`config.mk`:
```
export PLATFORM = sky130hd
export DESIGN_NAME = pci_target_responder_flat
export DESIGN_NICKNAME = d
export VERILOG_FILES = /design/src/rtl/pci_target_responder_if.sv /design/src/rtl/pci_target_responder.sv /design/src/flat_wrapper.sv
export SDC_FILE = /design/constraint.sdc
export NUM_CORES = 1
export LEC_CHECK = 0
export ABC_AREA = 1
export BUFFER_PORTS_ARGS = -buffer_cell sky130_fd_sc_hd__buf_4
export CORE_AREA = 2 2 325 327
export DETAILED_ROUTE_END_ITERATION = 8
export DIE_AREA = 0 0 327 329
export HOLD_SLACK_MARGIN = 0.15
export PLACE_DENSITY = 0.46
export SETUP_SLACK_MARGIN = 0.2
export SLEW_MARGIN = 20
export SYNTH_ARGS = -nofsm -noshare
export SYNTH_HDL_FRONTEND = slang
export SYNTH_SLANG_ARGS = --single-unit
```
`constraint.sdc`:
```
create_clock -name clk -period 3.4 [get_ports clk]
set_clock_uncertainty 0.15 [all_clocks]
set_input_delay 0.34 -clock clk [delete_from_list [all_inputs] [get_ports clk]]
set_output_delay 0.34 -clock clk [all_outputs]
set_load 0.005 [all_outputs]
```
`src/rtl/pci_target_responder_if.sv`:
```
// PCI-style target bus bundle: initiator-driven frame/irdy/ad/cbe plus the
// target's registered responses. The AD tristate is split into ad_in,
// ad_out and ad_oe so the pad lives at the top level.
// Optional macro PCI_TGT_STOP_EN adds the active-low stop_n response.
// Modports: master = initiator view, slave = target view.
interface pci_target_responder_if;
  logic        frame_n;
  logic        irdy_n;
  logic [31:0] ad_in;
  logic [3:0]  cbe;
  logic [31:0] ad_out;
  logic        ad_oe;
  logic        trdy_n;
  logic        devsel_n;
`ifdef PCI_TGT_STOP_EN
  logic        stop_n;
`endif

  modport master (
    output frame_n, irdy_n, ad_in, cbe,
`ifdef PCI_TGT_STOP_EN
    input  stop_n,
`endif
    input  ad_out, ad_oe, trdy_n, devsel_n
  );

  modport slave (
    input  frame_n, irdy_n, ad_in, cbe,
`ifdef PCI_TGT_STOP_EN
    output stop_n,
`endif
    output ad_out, ad_oe, trdy_n, devsel_n
  );
endinterface

```
`src/rtl/pci_target_responder.sv`:
```
// PCI-style target: decodes an address phase against its window
// [BASE_ADDR, BASE_ADDR + 4*DEPTH) and serves single or burst reads/writes
// to a DEPTH-word local memory with byte enables. All bus outputs registered.
// Ports:
//   clk  - bus clock, rising edge
//   rst  - synchronous active-high reset
//   bus  - pci_target_responder_if.slave (frame_n, irdy_n, ad_in, cbe in;
//          ad_out, ad_oe, trdy_n, devsel_n [, stop_n] out)
// Optional macro PCI_TGT_STOP_EN: disconnect-with-data (stop_n) at the last
// word instead of silently saturating the burst pointer.
module pci_target_responder #(
  parameter logic [31:0] BASE_ADDR = 32'h0000_1000,
  parameter int unsigned DEPTH     = 10
) (
  input  logic                    clk,
  input  logic                    rst,
  pci_target_responder_if.slave   bus
);

  localparam int unsigned    PTR_W   = (DEPTH > 1) ? $clog2(DEPTH) : 1;
  localparam logic [PTR_W-1:0] LAST  = PTR_W'(DEPTH - 1);
  localparam logic [32:0]    WIN_LO  = {1'b0, BASE_ADDR};
  localparam logic [32:0]    WIN_END = {1'b0, BASE_ADDR} + 33'(4 * DEPTH);
  localparam logic [3:0]     CMD_RD  = 4'b0000;
  localparam logic [3:0]     CMD_WR  = 4'b0001;

  typedef enum logic [1:0] {IDLE, RD_TA, RD_DATA, WR_DATA} state_t;

  state_t           state;
  logic [PTR_W-1:0] ptr;
  logic             bus_busy;
  logic [31:0]      mem [DEPTH];

  logic             hit_c;
  logic [PTR_W-1:0] addr_ptr_c;
  logic [PTR_W-1:0] ptr_inc_c;
  logic             xfer_c;
  logic             abort_c;

  // Address decode and transfer qualifiers
  always_comb begin
    hit_c      = ({1'b0, bus.ad_in} >= WIN_LO) && ({1'b0, bus.ad_in} < WIN_END) &&
                 ((bus.cbe == CMD_RD) || (bus.cbe == CMD_WR));
    // Borrows only travel upward, so the low slice of the offset is exact.
    addr_ptr_c = PTR_W'((bus.ad_in[PTR_W+1:0] - BASE_ADDR[PTR_W+1:0]) >> 2);
    ptr_inc_c  = (ptr == LAST) ? ptr : ptr + PTR_W'(1);
    xfer_c     = ((state == RD_DATA) || (state == WR_DATA)) && !bus.irdy_n && !bus.trdy_n;
    abort_c    = bus.frame_n && bus.irdy_n;
  end

  // Target state machine, memory and registered bus outputs
  always_ff @(posedge clk) begin
    if (rst) begin
      state        <= IDLE;
      ptr          <= '0;
      bus_busy     <= 1'b0;
      bus.trdy_n   <= 1'b1;
      bus.devsel_n <= 1'b1;
      bus.ad_oe    <= 1'b0;
      bus.ad_out   <= '0;
`ifdef PCI_TGT_STOP_EN
      bus.stop_n   <= 1'b1;
`endif
      for (int i = 0; i < int'(DEPTH); i++) mem[i] <= '0;
    end else begin
      case (state)
        IDLE: begin
          // After a miss, ignore the bus until it returns to idle.
          if (bus_busy) begin
            if (abort_c) bus_busy <= 1'b0;
          end else if (!bus.frame_n) begin
            if (hit_c) begin
              ptr          <= addr_ptr_c;
              bus.devsel_n <= 1'b0;
              if (bus.cbe == CMD_WR) begin
                state      <= WR_DATA;
                bus.trdy_n <= 1'b0;
`ifdef PCI_TGT_STOP_EN
                bus.stop_n <= (addr_ptr_c != LAST);
`endif
              end else begin
                state <= RD_TA;
              end
            end else begin
              bus_busy <= 1'b1;
            end
          end
        end

        RD_TA: begin
          if (abort_c) begin
            state        <= IDLE;
            bus.devsel_n <= 1'b1;
          end else begin
            state      <= RD_DATA;
            bus.ad_oe  <= 1'b1;
            bus.ad_out <= mem[ptr];
            bus.trdy_n <= 1'b0;
`ifdef PCI_TGT_STOP_EN
            bus.stop_n <= (ptr != LAST);
`endif
          end
        end

        RD_DATA, WR_DATA: begin
          if (abort_c) begin
            state        <= IDLE;
            bus.trdy_n   <= 1'b1;
            bus.devsel_n <= 1'b1;
            bus.ad_oe    <= 1'b0;
`ifdef PCI_TGT_STOP_EN
            bus.stop_n   <= 1'b1;
`endif
          end else if (xfer_c) begin
            if (state == WR_DATA) begin
              for (int b = 0; b < 4; b++)
                if (bus.cbe[b]) mem[ptr][8*b +: 8] <= bus.ad_in[8*b +: 8];
            end
            if (bus.frame_n) begin
              state        <= IDLE;
              bus.trdy_n   <= 1'b1;
              bus.devsel_n <= 1'b1;
              bus.ad_oe    <= 1'b0;
`ifdef PCI_TGT_STOP_EN
              bus.stop_n   <= 1'b1;
`endif
            end else begin
`ifdef PCI_TGT_STOP_EN
              // Disconnected with data: keep stop_n low, refuse further phases.
              if (ptr == LAST) begin
                bus.trdy_n <= 1'b1;
              end else begin
                ptr        <= ptr_inc_c;
                bus.stop_n <= (ptr_inc_c != LAST);
                if (state == RD_DATA) bus.ad_out <= mem[ptr_inc_c];
              end
`else
              ptr <= ptr_inc_c;
              if (state == RD_DATA) bus.ad_out <= mem[ptr_inc_c];
`endif
            end
`ifdef PCI_TGT_STOP_EN
          end else if (bus.trdy_n && bus.frame_n) begin
            // Initiator released frame after a disconnect.
            state        <= IDLE;
            bus.devsel_n <= 1'b1;
            bus.ad_oe    <= 1'b0;
            bus.stop_n   <= 1'b1;
`endif
          end
        end

        default: state <= IDLE;
      endcase
    end
  end

endmodule

```
`src/flat_wrapper.sv`:
```
// flat-port wrapper written by rule: the top's interface ports become plain ports
module pci_target_responder_flat 
#(
  parameter logic [31:0] BASE_ADDR = 32'h0000_1000,
  parameter int unsigned DEPTH     = 10
)
  (clk, rst, bus_frame_n, bus_irdy_n, bus_ad_in, bus_cbe, bus_ad_out, bus_ad_oe, bus_trdy_n, bus_devsel_n);
  pci_target_responder_if bus_i ();
  input  logic clk;
  input  logic rst;
  input wire logic [$bits(bus_i.frame_n)-1:0] bus_frame_n;
  input wire logic [$bits(bus_i.irdy_n)-1:0] bus_irdy_n;
  input wire logic [$bits(bus_i.ad_in)-1:0] bus_ad_in;
  input wire logic [$bits(bus_i.cbe)-1:0] bus_cbe;
  output wire logic [$bits(bus_i.ad_out)-1:0] bus_ad_out;
  output wire logic [$bits(bus_i.ad_oe)-1:0] bus_ad_oe;
  output wire logic [$bits(bus_i.trdy_n)-1:0] bus_trdy_n;
  output wire logic [$bits(bus_i.devsel_n)-1:0] bus_devsel_n;
  assign bus_i.frame_n = bus_frame_n;
  assign bus_i.irdy_n = bus_irdy_n;
  assign bus_i.ad_in = bus_ad_in;
  assign bus_i.cbe = bus_cbe;
  assign bus_ad_out = bus_i.ad_out;
  assign bus_ad_oe = bus_i.ad_oe;
  assign bus_trdy_n = bus_i.trdy_n;
  assign bus_devsel_n = bus_i.devsel_n;
  pci_target_responder #(.BASE_ADDR(BASE_ADDR), .DEPTH(DEPTH)) u_core (.clk(clk), .rst(rst), .bus(bus_i));
endmodule
```
---- Yosys cells after proc, flatten, opt, wreduce, memory -nomap -nowiden ----
Memory sizes are Yosys's and may differ from the RTL's. A register that Yosys moved wholly into a read port is not among the register bits.
Index checks and enable logic that the tools add are counted.
word-level totals
  flip-flop bits (word level) ............. 42
  bits in writable memories ............... 320
  input bits .............................. 40
  output and inout port bits .............. 35
  memories ................................ 1
operators by class
  add/subtract/negate cells ............... 1
  order comparisons ....................... 2
  equality and inequality tests ........... 17
  multiplexer cells ....................... 81
  reductions and logical operators ........ 21
memory list
  memory      depth  bits a word  read ports  clocked after memory_dff  write ports  RTL line                    text
  u_core.mem  10     32           2           1                         10           pci_target_responder.sv:32  logic [31:0] mem [DEPTH];
operators with widths
  kind                                                                            count
  32-bit 2-to-1 mux                                                               6
  32-bit case mux with 2 select lines                                             1
  1-bit 2-to-1 mux                                                                50
  4-bit 2-to-1 mux                                                                11
  32-bit by 13-bit >= comparator with 1-bit output, second input constant         1
  32-bit by 13-bit less-than comparator with 1-bit output, second input constant  1
  32-bit OR reduction                                                             1
  2-bit 2-to-1 mux                                                                8
  7-bit AND reduction                                                             2
  6-bit AND reduction                                                             2
  2-bit by 1-bit != test with 1-bit output, second input constant                 5
  2-bit != test, second input constant                                            5
  4-bit case mux with 2 select lines                                              1
  1-bit case mux with 3 select lines                                              2
  2-bit case mux with 3 select lines                                              1
  1-bit logical AND                                                               5
  5-bit AND reduction                                                             1
  4-bit by 1-bit adder with 4-bit output, second input constant                   1
  2-bit == test, second input constant                                            2
  4-bit by 1-bit == test with 1-bit output, second input constant                 1
  4-bit == test, second input constant                                            1
  4-bit logical NOT                                                               1
  4-bit AND reduction                                                             1
  2-bit nonzero test                                                              2
  8 further kinds                                                                 10

---- Logic depth before layout (Yosys ltp) ----
  depth in word-level cells ............... 11
  depth in mapped cells ................... 16
  depth with buffers taken out ............ 15

---- Least setup slack after synthesis ----
Ideal clock, no wire load.
  kind .................................... reg2reg
  start point ............................. register u_core.state[1]
  end point ............................... memory u_core.mem[12][0], enable pin
  setup time .............................. 370 ps
  arrival ................................. 2149 ps
  data required time ...................... 2880 ps
  setup slack ............................. 731 ps
  stages on the path, launching flop included .. 11
  path through ............................ dfxtp_1 > ha_1 > nor2_2 > inv_2 > nand2_1 > nor3_2 > nand2_2 > buf_2 > nor3_1 > nand3_1 > nor2_1
RTL lines
  item                    RTL line                    text
  start, declared         pci_target_responder.sv:29  state_t state;
  start signal, assigned  pci_target_responder.sv:54  state <= IDLE;
  start signal, assigned  pci_target_responder.sv:76  state <= WR_DATA;
  start signal, assigned  pci_target_responder.sv:82  state <= RD_TA;
  end, declared           pci_target_responder.sv:32

---- Worst setup path in the final report ----
  start point ............................. register u_core.state[0]
  end point ............................... register u_core.bus.ad_out[21]
between the ends
  word-level cells in the longest chain between the ends .. 6
ends and longest elaborated chain
  item                                                       RTL line                                                                             text
  2-bit == test (on tied branches)                           pci_target_responder.sv:47, pci_target_responder.sv:66, pci_target_responder.sv:139
  1-bit logical OR                                           pci_target_responder.sv:47                                                           xfer_c = ((state == RD_DATA) || (state == WR_DATA)) && !bus.irdy_n && !bus.trdy_n;
  1-bit logical AND (2 in series)                            pci_target_responder.sv:47
  2-bit by 1-bit != test with 1-bit output (no source line)  n/a
  6-bit AND reduction (no source line)                       n/a
  end signal, assigned                                       pci_target_responder.sv:97                                                           bus.ad_out <= mem[ptr];
  end signal, assigned                                       pci_target_responder.sv:139                                                          if (state == RD_DATA) bus.ad_out <= mem[ptr_inc_c];
  end, declared                                              pci_target_responder_if.sv:32                                                        output ad_out, ad_oe, trdy_n, devsel_n
Parallel ways exist; a longest one is shown, timed or not.
A chain may end at the register's enable or synchronous reset.

==> reports/results.md <==
| Item | Value | Unit |
|---|---|---|
| Status | completed | - |
| Hold Crit Start | bus_ad_in[20] | - |
| Final instance area | 36,200 | µm² |
| Global-route wire length before repair | 169,000 | µm |
| Global placement routability congestion | 0.832 | - |
| Synthesized netlist net count | 3,796 | - |
| Fraction of met1 tracks used by global routing | 0.293 | - |
| Number of sinks handled by clock tree synthesis | 558 | - |
| Via count of the first global-routing pass | 25,794 | - |
| Leakage | 14.2 | nW |
| Clock-pin slew of the registers on the worst-case setup and hold paths | 60 | ps |
| Final Slew Violations | 0 | - |
| Achievable Freq | 320 | MHz |
| Most numerous cell on the critical path | sky130_fd_sc_hd__inv_1 | - |
| Worst Max-Slew Pin Slew | 900 | ps |
| Setup WS pre-CTS | 103 | ps |
| Fin cells | 5,276 | - |
| R2R Path Start | u_core.state[0] | - |
| Area enclosed by the die boundary | 108,000 | µm² |
| Critical path type | reg -> reg | - |
| TritonCTS clock tree | yes | - |
| Horizontal die dimension | 327 | µm |
| Required arrival time at the worst endpoint | 3750 | ps |
| Instance count of the mapped netlist | 3,749 | - |
| Worst-path cell with the longest stage delay | sky130_fd_sc_hd__clkbuf_8 | - |
| Post-route minimum period | 3120 | ps |
| Share of the yosys chip area belonging to registers | 0.527 | - |
| Number of synthesized flops with an enable pin | 512 | - |
| Utilization after layout | 0.347 | - |
| Cell with the most instances after synthesis | sky130_fd_sc_hd__nand3_1 | - |
| Filler cell count | 10,808 | - |
| Largest delay share family, worst path | simple AND/OR/NAND/NOR gates | - |
| Commonest cells in the synthesized netlist | sky130_fd_sc_hd__nand3_1 (682), sky130_fd_sc_hd__nand2_1 (638), sky130_fd_sc_hd__edfxtp_1 (512), sky130_fd_sc_hd__inv_1 (444), sky130_fd_sc_hd__nor2_1 (370) | - |
| Root Buffer Master | sky130_fd_sc_hd__clkbuf_16 | - |
| Maximum fanout encountered on the critical timing path | 41 | - |
| Synth Flop Type | sky130_fd_sc_hd__edfxtp_1 | - |
| Post-synthesis average cell area | 8.25 | µm² |
| Detail Placement HPWL | 71,500 | µm |
| CP startpoint kind | flip-flop | - |
| Final Hold Violating Endpoints | 0 | - |
| Power density over cell area | 657 | nW/µm² |
| Proportion of netlist area held by the largest area contributor | 0.497 | - |
| Min-Delay Path Depth | 3 | - |
| Effective utilization at floorplan | 0.296 | - |
| Worst endpoint data arrival time | 3470 | ps |
| Number of detailed-routing iterations run before antenna repair | 5 | - |
| Setup repair after global routing missed its margin | true | - |
| Post-layout nets | 3,878 | - |
| Cts bufs inserted | 70 | - |
| End point of the worst hold path | u_core.mem[3][20] | - |
| Via density per instance | 5.07 | - |
| DRC violations left | 0 | - |
| Antenna Diode Count | 0 | - |
| Largest area contributor in the netlist | sky130_fd_sc_hd__edfxtp_1 | - |
| Insertion delay to the later sink of the worst-skew pair | 630 | ps |
| Nature of the critical path endpoint | flip-flop | - |
| Via count | 26,742 | - |
| Post-detailed-routing wire length | 113,000 | µm |
| Core area | 104,000 | µm² |
| Post-synthesis to final-layout area growth | 17.1 | % |
| Count of yosys warnings during synthesis | 0 | - |
| Number of violations of the max-capacitance limit | 0 | - |
| Maximum clock insertion buffer count | 3 | - |
| Buffering stage count on the worst path with inverters included | 5 | - |
| Overall overflow remaining after global route | 0 | - |
| Largest cells by area after synthesis | sky130_fd_sc_hd__edfxtp_1 (50%), sky130_fd_sc_hd__nand3_1 (11%), sky130_fd_sc_hd__nand2_1 (7.7%), sky130_fd_sc_hd__inv_1 (5.4%), sky130_fd_sc_hd__o21ai_0 (4.6%) | - |
| Total number of H-tree levels | 3 | - |
| Met3 Track Usage GR | 0.0373 | - |
| Fraction of layout instances using a drive strength above 1 | 0.106 | - |
| Number of placed I/O pins | 75 | - |
| Max_slew headroom | 0.400 | - |
| HP Class | in -> reg | - |
| Vert. Die Dim | 329 | µm |
| Post-Route Setup TNS | 0 | ps |
| Count of standard-cell rows | 119 | - |
| Final number of setup-violating endpoints | 0 | - |
| Cell area reported after detailed placement | 33,600 | µm² |
| Dpl cells | 5,114 | - |
| Ordered list of cells on the worst path | inv_1, ha_1, nor2_4, clkbuf_8, nor2_1, nor2_1, inv_1, nor2_4, inv_1, a21oi_1, nand3_1, nand2_1, inv_1 | - |
| Peak supply drop | 691 | µV |
| Endpoint of the worst register-to-register path | u_core.bus.ad_out[21] | - |
| I/O Buffers | 74 | - |
| Initial drt markers | 2,816 | - |
| Largest net degree at the start of global routing | 147 | - |
| Top Usage Layer GRT | met2 | - |
| GRT met2 Usage | 0.326 | - |
| WL/cell | 21.5 | µm |
| Cell area after synthesis | 30,900 | µm² |
| R2R depth | 13 | - |
| Share of the cycle needed by the critical path after routing | 0.919 | - |
| Worst reg-to-reg setup slack | 280 | ps |
| Synth async-reset ratio | 0 | - |
| Global router's overall resource usage | 0.208 | - |
| Post-synthesis register bit count | 558 | - |
| Initial antenna violation count | 2 | - |
| Synth cell types | 32 | - |
| Number of routed nets with antenna violations | 0 | - |
| Slowest stage delay, CP | 430 | ps |
| Worst-case setup margin in the final layout | 277 | ps |
[power breakdown]
| group | leakage (nW) | switching, mW | internal [mW] |
|---|---|---|---|
| combinational | 7.95 | 5.61 | 2.74 |
| clock | 1.06 | 3.01 | 4.29 |
| sequential | 5.15 | 0.340 | 7.82 |
[area by class of cell]
class | count | area [µm²] | area share
inverters | 469 | 1770 | 0.0488
clock inverters | 33 | 308 | 0.00850
well taps | 1391 | 1740 | 0.0481
flip-flops and latches | 558 | 16300 | 0.450
clock buffers | 93 | 1890 | 0.0522
repair buffers | 264 | 2410 | 0.0666
multi-input cells | 2468 | 11800 | 0.326
[state kept, by name, summed over array words and instances, names as in the netlist, named ones only]
register / cells
u_core.mem: 512
u_core.bus.ad_out: 32
u_core.ptr: 4
u_core.state: 2
u_core.bus.ad_oe: 1
u_core.bus.devsel_n: 1
u_core.bus.trdy_n: 1
u_core.bus_busy: 1
[tightest hold or removal path, cell delays in order]
cell	delay [ps]
sky130_fd_sc_hd__buf_4	80
sky130_fd_sc_hd__nand2_1	260
sky130_fd_sc_hd__nor2_1	180
[cell families after synthesis]
logic type	Yosys count	share of synthesized area
adder cells (fa/ha/maj)	7	0.00283
buffers and inverters	723	0.0960
AO/OA/AOI/OAI	603	0.100
AND/OR/NAND/NOR	1856	0.273
XOR/XNOR	2	0.000566
flip-flops	558	0.527
[cells in the final DEF (no fill, tap or decap), types with 2 or more instances in the layout]
| master | instances |
|---|---|
| sky130_fd_sc_hd__clkbuf_16 | 72 |
| sky130_fd_sc_hd__dlygate4sd3_1 | 29 |
| sky130_fd_sc_hd__nand2_8 | 2 |
| sky130_fd_sc_hd__bufinv_16 | 5 |
| sky130_fd_sc_hd__buf_4 | 206 |
| sky130_fd_sc_hd__o21ai_1 | 4 |
| sky130_fd_sc_hd__nand3_1 | 682 |
| sky130_fd_sc_hd__nor2_1 | 367 |
| sky130_fd_sc_hd__ha_1 | 7 |
| sky130_fd_sc_hd__nand3b_1 | 113 |
| sky130_fd_sc_hd__nand2_1 | 614 |
| sky130_fd_sc_hd__dfxtp_1 | 42 |
| sky130_fd_sc_hd__inv_6 | 4 |
| sky130_fd_sc_hd__nor3_2 | 2 |
| sky130_fd_sc_hd__nand4_1 | 7 |
| sky130_fd_sc_hd__clkinv_2 | 9 |
| sky130_fd_sc_hd__nor3_1 | 2 |
| sky130_fd_sc_hd__nor2_4 | 12 |
| sky130_fd_sc_hd__nor2_2 | 2 |
| sky130_fd_sc_hd__a21oi_1 | 276 |
| sky130_fd_sc_hd__clkinv_1 | 33 |
| sky130_fd_sc_hd__edfxtp_1 | 512 |
| sky130_fd_sc_hd__inv_1 | 441 |
| sky130_fd_sc_hd__inv_2 | 5 |
| sky130_fd_sc_hd__dfxtp_4 | 3 |
| sky130_fd_sc_hd__nand2_2 | 49 |
| sky130_fd_sc_hd__clkbuf_1 | 20 |
| sky130_fd_sc_hd__clkbuf_8 | 2 |
| sky130_fd_sc_hd__nand3_4 | 3 |
| sky130_fd_sc_hd__clkinvlp_4 | 2 |
| sky130_fd_sc_hd__o21ai_0 | 286 |
| sky130_fd_sc_hd__buf_12 | 28 |
| sky130_fd_sc_hd__o211ai_1 | 34 |
[worst max-delay path by stage]
stage                     from  cells past startpoint                    end  slack, ps
3_5_place_dp   u_core.state[1]                     11      u_core.mem[4][28]        100
2_1_floorplan  u_core.state[1]                     10      u_core.mem[12][0]        730
3_3_place_gp   u_core.state[1]                     11      u_core.mem[4][29]        150
6_report       u_core.state[0]                     13  u_core.bus.ad_out[21]        280
4_1_cts        u_core.state[1]                     11      u_core.mem[6][11]        200
5_1_grt        u_core.state[0]                     12              flip-flop        170
[metal layers]
metal  wire length [µm]  share of wire  vias up
met5                  7       0.000062        -
met2              50700           0.45      901
met3               7430          0.066      165
li1                   -              -    12795
met1              52300           0.46    12879
met4               2840          0.025        2
[timing repair]
action	4_1_cts	5_1_grt
hold buffers	29	0
pin swaps	2	4
endpoints found under the setup margin	57	349
buffers inserted	2	5
gates resized for setup	3	26
endpoints found under the hold margin	123	0
[metrics by stage]
step                total power [mW]  hold slack, ps
finish                          23.8             200
global route                    25.1             231
CTS                             23.9             154
detailed placement              16.5             318
global placement                16.5             309
floorplan                       13.4             304
Note: power is estimated with default switching activity, not from simulation.
